===== src/rtl/cct_transform_pkg.sv =====
// Shared types and helpers for the class-based transform pipeline.
//   op_e        : 3-bit operation code stored in the class table
//   default_op  : legacy (post-reset) table entry for a class index
//   transform   : applies an op to a word of run-time width n (n <= MAX_W)
package cct_transform_pkg;

  localparam int MAX_W = 64;

  typedef enum logic [2:0] {
    OP_PASS      = 3'd0,
    OP_COMPL     = 3'd1,
    OP_SWAP_ENDS = 3'd2,
    OP_ROTL1     = 3'd3,
    OP_REVERSE   = 3'd4,
    OP_ZERO      = 3'd5,
    OP_RSVD6     = 3'd6,
    OP_RSVD7     = 3'd7
  } op_e;

  // Legacy mapping: first and last class pass through, classes 3..5
  // complement, everything else swaps the end bits.
  function automatic op_e default_op(input int cls, input int depth);
    op_e op;
    if (cls == 0 || cls == depth - 1) op = OP_PASS;
    else if (cls >= 3 && cls <= 5)    op = OP_COMPL;
    else                              op = OP_SWAP_ENDS;
    return op;
  endfunction

  // Word lives in the low n bits of x; bits above n are returned as zero.
  // Reserved codes fall through to PASS.
  function automatic logic [MAX_W-1:0] transform(input op_e op,
                                                 input logic [MAX_W-1:0] x,
                                                 input int n);
    logic [MAX_W-1:0] mask;
    logic [MAX_W-1:0] r;
    mask = '0;
    for (int i = 0; i < MAX_W; i++) begin
      if (i < n) mask[i] = 1'b1;
    end
    r = x & mask;
    case (op)
      OP_COMPL: r = ~x & mask;
      OP_SWAP_ENDS: begin
        r = x & mask;
        r[0]   = x[n-1];
        r[n-1] = x[0];
      end
      OP_ROTL1: r = ((x << 1) | (x >> (n - 1))) & mask;
      OP_REVERSE: begin
        r = '0;
        for (int i = 0; i < MAX_W; i++) begin
          if (i < n) r[i] = x[n-1-i];
        end
      end
      OP_ZERO: r = '0;
      default: r = x & mask;
    endcase
    return r;
  endfunction

endpackage


===== src/rtl/cct_misr.sv =====
// Galois-form multiple-input signature register.
//   clk, clear_n : clock, asynchronous active-low reset (sig -> SIG_SEED)
//   en           : fold data into the signature this cycle
//   load         : reload SIG_SEED; wins over en
//   data         : word to fold in, zero-extended to SIG_WIDTH
//   sig          : current signature
module cct_misr #(
  parameter int                    DATA_WIDTH = 8,
  parameter int                    SIG_WIDTH  = 16,
  parameter logic [SIG_WIDTH-1:0]  SIG_POLY   = 16'h1021,
  parameter logic [SIG_WIDTH-1:0]  SIG_SEED   = 16'h0000
) (
  input  logic                  clk,
  input  logic                  clear_n,
  input  logic                  en,
  input  logic                  load,
  input  logic [DATA_WIDTH-1:0] data,
  output logic [SIG_WIDTH-1:0]  sig
);

  logic [SIG_WIDTH-1:0] sig_q, sig_d, fb;

  always_comb begin
    fb    = sig_q[SIG_WIDTH-1] ? SIG_POLY : '0;
    sig_d = sig_q;
    if (load)    sig_d = SIG_SEED;
    else if (en) sig_d = ({sig_q[SIG_WIDTH-2:0], 1'b0} ^ fb) ^ SIG_WIDTH'(data);
  end

  always_ff @(posedge clk or negedge clear_n) begin
    if (!clear_n) sig_q <= SIG_SEED;
    else          sig_q <= sig_d;
  end

  assign sig = sig_q;

endmodule


===== src/rtl/cct_transform_pipe.sv =====
// Two-stage class-based transform pipeline with output signature.
//   clk, clear_n : clock, asynchronous active-low reset
//   flush        : synchronous drop of both stages, cct_output -> 0
//   in_valid, cct_input : input word (one per cycle, no backpressure)
//   cfg_we, cfg_addr, cfg_op : class table write port
//   sig_clear    : reload signature to SIG_SEED
//   out_valid, cct_output : registered result, latency 2
//   signature    : MISR over every valid output
// Handshake: in_valid qualifies cct_input in the cycle it is high and the
// word is always taken (no ready); out_valid is high for exactly one cycle
// per accepted word, two edges later, unless flush or reset intervenes.
module cct_transform_pipe
  import cct_transform_pkg::*;
#(
  parameter int                   WIDTH      = 8,
  parameter int                   CLASS_BITS = 3,
  parameter int                   SIG_WIDTH  = 16,
  parameter logic [SIG_WIDTH-1:0] SIG_POLY   = 16'h1021,
  parameter logic [SIG_WIDTH-1:0] SIG_SEED   = 16'h0000
) (
  input  logic                  clk,
  input  logic                  clear_n,
  input  logic                  flush,
  input  logic                  in_valid,
  input  logic [WIDTH-1:0]      cct_input,
  input  logic                  cfg_we,
  input  logic [CLASS_BITS-1:0] cfg_addr,
  input  logic [2:0]            cfg_op,
  input  logic                  sig_clear,
  output logic                  out_valid,
  output logic [WIDTH-1:0]      cct_output,
  output logic [SIG_WIDTH-1:0]  signature
);

  localparam int DEPTH = 1 << CLASS_BITS;

  op_e                   table_q [DEPTH];
  op_e                   table_d [DEPTH];
  logic                  s1_valid_q, s1_valid_d;
  logic [WIDTH-1:0]      s1_data_q, s1_data_d;
  op_e                   s1_op_q, s1_op_d;
  logic                  out_valid_q, out_valid_d;
  logic [WIDTH-1:0]      cct_output_q, cct_output_d;
  logic [CLASS_BITS-1:0] in_class;
  logic [MAX_W-1:0]      xform_wide;

  assign in_class = cct_input[WIDTH-1 -: CLASS_BITS];

  always_comb begin
    table_d = table_q;
    if (cfg_we) table_d[cfg_addr] = op_e'(cfg_op);

    // Lookup reads table_q, so a word arriving alongside a write to its
    // own class sees the entry as it was before this edge.
    s1_valid_d = in_valid & ~flush;
    s1_data_d  = s1_data_q;
    s1_op_d    = s1_op_q;
    if (in_valid && !flush) begin
      s1_data_d = cct_input;
      s1_op_d   = table_q[in_class];
    end

    xform_wide   = transform(s1_op_q, MAX_W'(s1_data_q), WIDTH);
    out_valid_d  = s1_valid_q & ~flush;
    cct_output_d = cct_output_q;
    if (flush)           cct_output_d = '0;
    else if (s1_valid_q) cct_output_d = xform_wide[WIDTH-1:0];
  end

  always_ff @(posedge clk or negedge clear_n) begin
    if (!clear_n) begin
      for (int i = 0; i < DEPTH; i++) table_q[i] <= default_op(i, DEPTH);
      s1_valid_q   <= 1'b0;
      s1_data_q    <= '0;
      s1_op_q      <= OP_PASS;
      out_valid_q  <= 1'b0;
      cct_output_q <= '0;
    end else begin
      table_q      <= table_d;
      s1_valid_q   <= s1_valid_d;
      s1_data_q    <= s1_data_d;
      s1_op_q      <= s1_op_d;
      out_valid_q  <= out_valid_d;
      cct_output_q <= cct_output_d;
    end
  end

  assign out_valid  = out_valid_q;
  assign cct_output = cct_output_q;

  cct_misr #(
    .DATA_WIDTH (WIDTH),
    .SIG_WIDTH  (SIG_WIDTH),
    .SIG_POLY   (SIG_POLY),
    .SIG_SEED   (SIG_SEED)
  ) u_misr (
    .clk     (clk),
    .clear_n (clear_n),
    .en      (out_valid_q),
    .load    (sig_clear),
    .data    (cct_output_q),
    .sig     (signature)
  );

endmodule


===== config.mk =====
export PLATFORM = sky130hd
export DESIGN_NAME = cct_transform_pipe
export DESIGN_NICKNAME = d
export VERILOG_FILES = /design/src/rtl/cct_transform_pkg.sv /design/src/rtl/cct_misr.sv /design/src/rtl/cct_transform_pipe.sv
export SDC_FILE = /design/constraint.sdc
export NUM_CORES = 1
export LEC_CHECK = 0
export CAP_MARGIN = 20
export CORE_MARGIN = 3
export CORE_UTILIZATION = 54
export DETAILED_ROUTE_END_ITERATION = 10
export GPL_TIMING_DRIVEN = 0
export PLACE_DENSITY_LB_ADDON = 0.12
export RECOVER_POWER = 50
export SLEW_MARGIN = 20
export SYNTH_ARGS = -nofsm -noshare
export SYNTH_HDL_FRONTEND = slang
export SYNTH_SLANG_ARGS = --single-unit

===== constraint.sdc =====
create_clock -name clk -period 1.6 [get_ports clk]
set_input_delay 0.16 -clock clk [delete_from_list [all_inputs] [get_ports clk]]
set_output_delay 0.16 -clock clk [all_outputs]
set_load 0.05 [all_outputs]

==> results.cfg <==
[final_layout]
layout-drive-gt1-share_pct = 18.35
multi_input_area_mm2 = 0.001314
seq_area_mm2 = 0.001535
area_delta_synth_final_pct = 22.58
n_antenna_cell = 0
n_fill_cell = 423
post-route-cell-area_mm2 = 0.003620
final_nets = 342
finish.utilization_pct = 69.54
final_cells = 397

[worst_setup_path]
worst_ep_required_time_ns = 1.81
r2r_end = cct_output[4]
max_stage_delay_ns = 0.48
endpoint = table_q[21]
worstPathCellList = clkdlybuf4s50_1, nand2b_1, nor3_1, mux2_2
reg2regPathDepth = 4
end_kind = flop
critical_path.max_fanout = 6
worstSetupPathType = in2reg
cp-startpoint = cfg_addr[0]
worstPathArrival_ns = 1.73
critPathSlowestCell = clkdlybuf4s50_1
startpoint_type = input pin
reg2reg_slack_ns = 0.16
r2r_start = s1_op_q[2]

[pwr]
totalPowerFinal_uw = 4092
p_leak_uw = 0.001611
ir_drop_mv = 0.7474
power_density_mw_per_mm2 = 1131

[global_route]
grt_use_total_pct = 20.93
grt_max_degree = 41
grt_pass1_wl_um = 10200
gr-total-overflow = 0
grt_pass1_vias = 2089
antenna_found_initial = 0

[timing]
tightest_slew_ns = 0.5359
relSlewSlack_pct = 64.00
fmax_ghz = 0.6595
setup_viol = 0
finClkSkew_ns = 0.008954
rsz0062_at_grt = false
finalHoldViolations = 0
finalWorstSetupSlack_ns = 0.08373
period_needed_ns = 1.516
slew_violations = 0
post-route-period-util_pct = 94.77

[synthesis]
postSynthCellCount = 269
synth_top_cell_area_share_pct = 46.61
synth_seq_area_share_pct = 51.95
yosysWarnings = 0
ys_ff_latch = 61
netlist_area_mm2 = 0.002953
synth.distinct_cells = 31
synth_fp_nets = 289
synth.largest_area_cell = dfrtp_1
ys_top_cells_by_area = dfrtp_1 (47%), mux2_2 (9.2%), mux2i_1 (6.8%)
avgSynthCellArea_um2 = 10.98

[placement]
dpl_cell_area_mm2 = 0.003468
dp.cells = 381
io_buffers = 41
dpl_worst_slack_ns = -0.2580
hpwl_um = 4357
gp_congestion = 0.8275

[floorplan]
die_x_um = 79.95
dieArea_mm2 = 0.006391
coreArea_mm2 = 0.005205
fp.dieH_um = 79.95
initial_core_util_pct = 56.73
rows = 26
io_pins = 45

[cts]
cts-htree-levels = 3
cts_tree = done
clkTransAtPathRegs_ns = 0.07
cts_buffers = 9
cts_root_buffer = clkbuf_8
clock-sinks = 61
clockBufferDepth = 2
clk-insertion-delay-late_ns = 0.33

[route]
wl_met1_um = 2808
post-route-drc-count = 0
drt_first_iter_violations = 134
wl_met3_um = 274
antenna_left = 0
vias = 2169
viasPerCell = 5.463
wl_um = 5852
route.met2.wl_um = 2666
routedWlPerCell_um = 14.74
top_layer = met4
dr.pass1.iters = 4

[flow_run]
drv_cap = 0

[status]
status = finished clean

[worst_hold_path]
hp-class = in2reg
-- kinds of logic (layout without fill, tap and decap cells) --
group / Yosys count / count (layout) / share of synthesized area, %
mux: 47 / 47 / 18.22
flops: 61 / 61 / 51.95
compound gates: 51 / 51 / 11.14
simple gates: 75 / 75 / 11.44
buf+inv: 24 / 82 / 3.983
xor+xnor: 11 / 11 / 3.263
-- through the flow --
step                setup TNS (ns)  hold WS (ns)
global route                     0        0.1286
floorplan                        0       -0.1356
finish                           0        0.1263
CTS                              0        0.1139
global placement            -90.65        0.4805
detailed placement          -2.186       0.06513
-- cells in the mapped netlist --
library cell / count
mux4_2: 3
mux2_2: 24
o211ai_1: 8
nor3_1: 5
o22ai_1: 4
or3b_1: 1
dfstp_2: 6
buf_12: 1
inv_1: 7
nand2b_1: 5
nand4b_1: 3
dfrtp_1: 55
a211oi_1: 8
o21ai_0: 18
a311oi_1: 6
a21oi_1: 2
nor2_1: 25
nand2_1: 30
clkbuf_1: 9
buf_4: 1
mux2i_1: 20
o21ai_1: 3
nand4_1: 1
o311ai_0: 1
nor3b_1: 2
xnor2_1: 10
buf_2: 6
xor2_1: 1
o21a_1: 1
and2_1: 1
nor2b_1: 2
-- sequential cells by signal (all words and copies together) (netlist names) --
name and flops:
u_misr.sig 16, table_q 24, s1_data_q 8, s1_op_q 3, cct_output 8, s1_valid_q 1
out_valid 1
-- layout by cell type (no fill, tap or decap), types with 3 or more instances in the layout --
cell              n
nand2_1          30
dlygate4sd2_1    25
mux4_2            3
o211ai_1          8
nand4b_1          3
clkdlybuf4s50_1  14
nor3_1            5
nor2_1           24
buf_2             3
o22ai_1           4
mux2_2           24
dfrtp_1          54
a211oi_1          8
clkbuf_1         11
o21ai_0          18
clkbuf_8         11
nand2b_1          5
inv_1             7
o21ai_1           3
a311oi_1          6
mux2i_1          20
dfstp_2           6
xnor2_1          10
-- worst min-delay path by stage --
stage,from,end,slack (ns),depth (start not counted)
floorplan,clear_n,cct_output[0],-0.14,0
global placement,flush,cct_output[5],0.48,2
detailed placement,clear_n,u_misr.sig[4],0.07,1
CTS,flush,cct_output[2],0.11,2
global route,flush,cct_output[2],0.13,2
finish,flush,cct_output[2],0.13,2
-- worst max-delay path, delay by kind of cell --
family	cells	cell delay (ns)
buf+inv	1	0.48
mux	1	0.40
simple gates	2	0.68
-- routing by layer --
layer | global-route usage [%] | vias up
li1 | - | 1068
met1 | 30.59 | 1040
met2 | 29.97 | 52
met3 | 3.386 | 9
met4 | 10.64 | 0
met5 | 0 | -
-- final cells by class --
class,count,share of cell area (%)
buffer,16,2.489
clock buffer,14,4.494
clock inverter,2,0.2765
inverter,7,0.7259
multi-input combinational,184,36.29
sequential,61,42.41
tap,70,2.420
timing repair buffer,43,10.89
-- where the power goes --
part | internal (uW) | switching (uW) | total (uW)
logic | 428 | 531 | 960
registers | 1780 | 148 | 1930
clock network | 644 | 562 | 1210
total | 2850 | 1240 | 4090
-- timing repair --
action | CTS | global route
pin swaps | 0 | 2
endpoints found under the setup margin | 25 | 10
hold buffers | 1 | 0
resized for setup | 25 | 9
buffers inserted | 0 | 0
cloned | 0 | 0
hold endpoints to repair | 21 | 0
(Power assumes the default switching activity.)
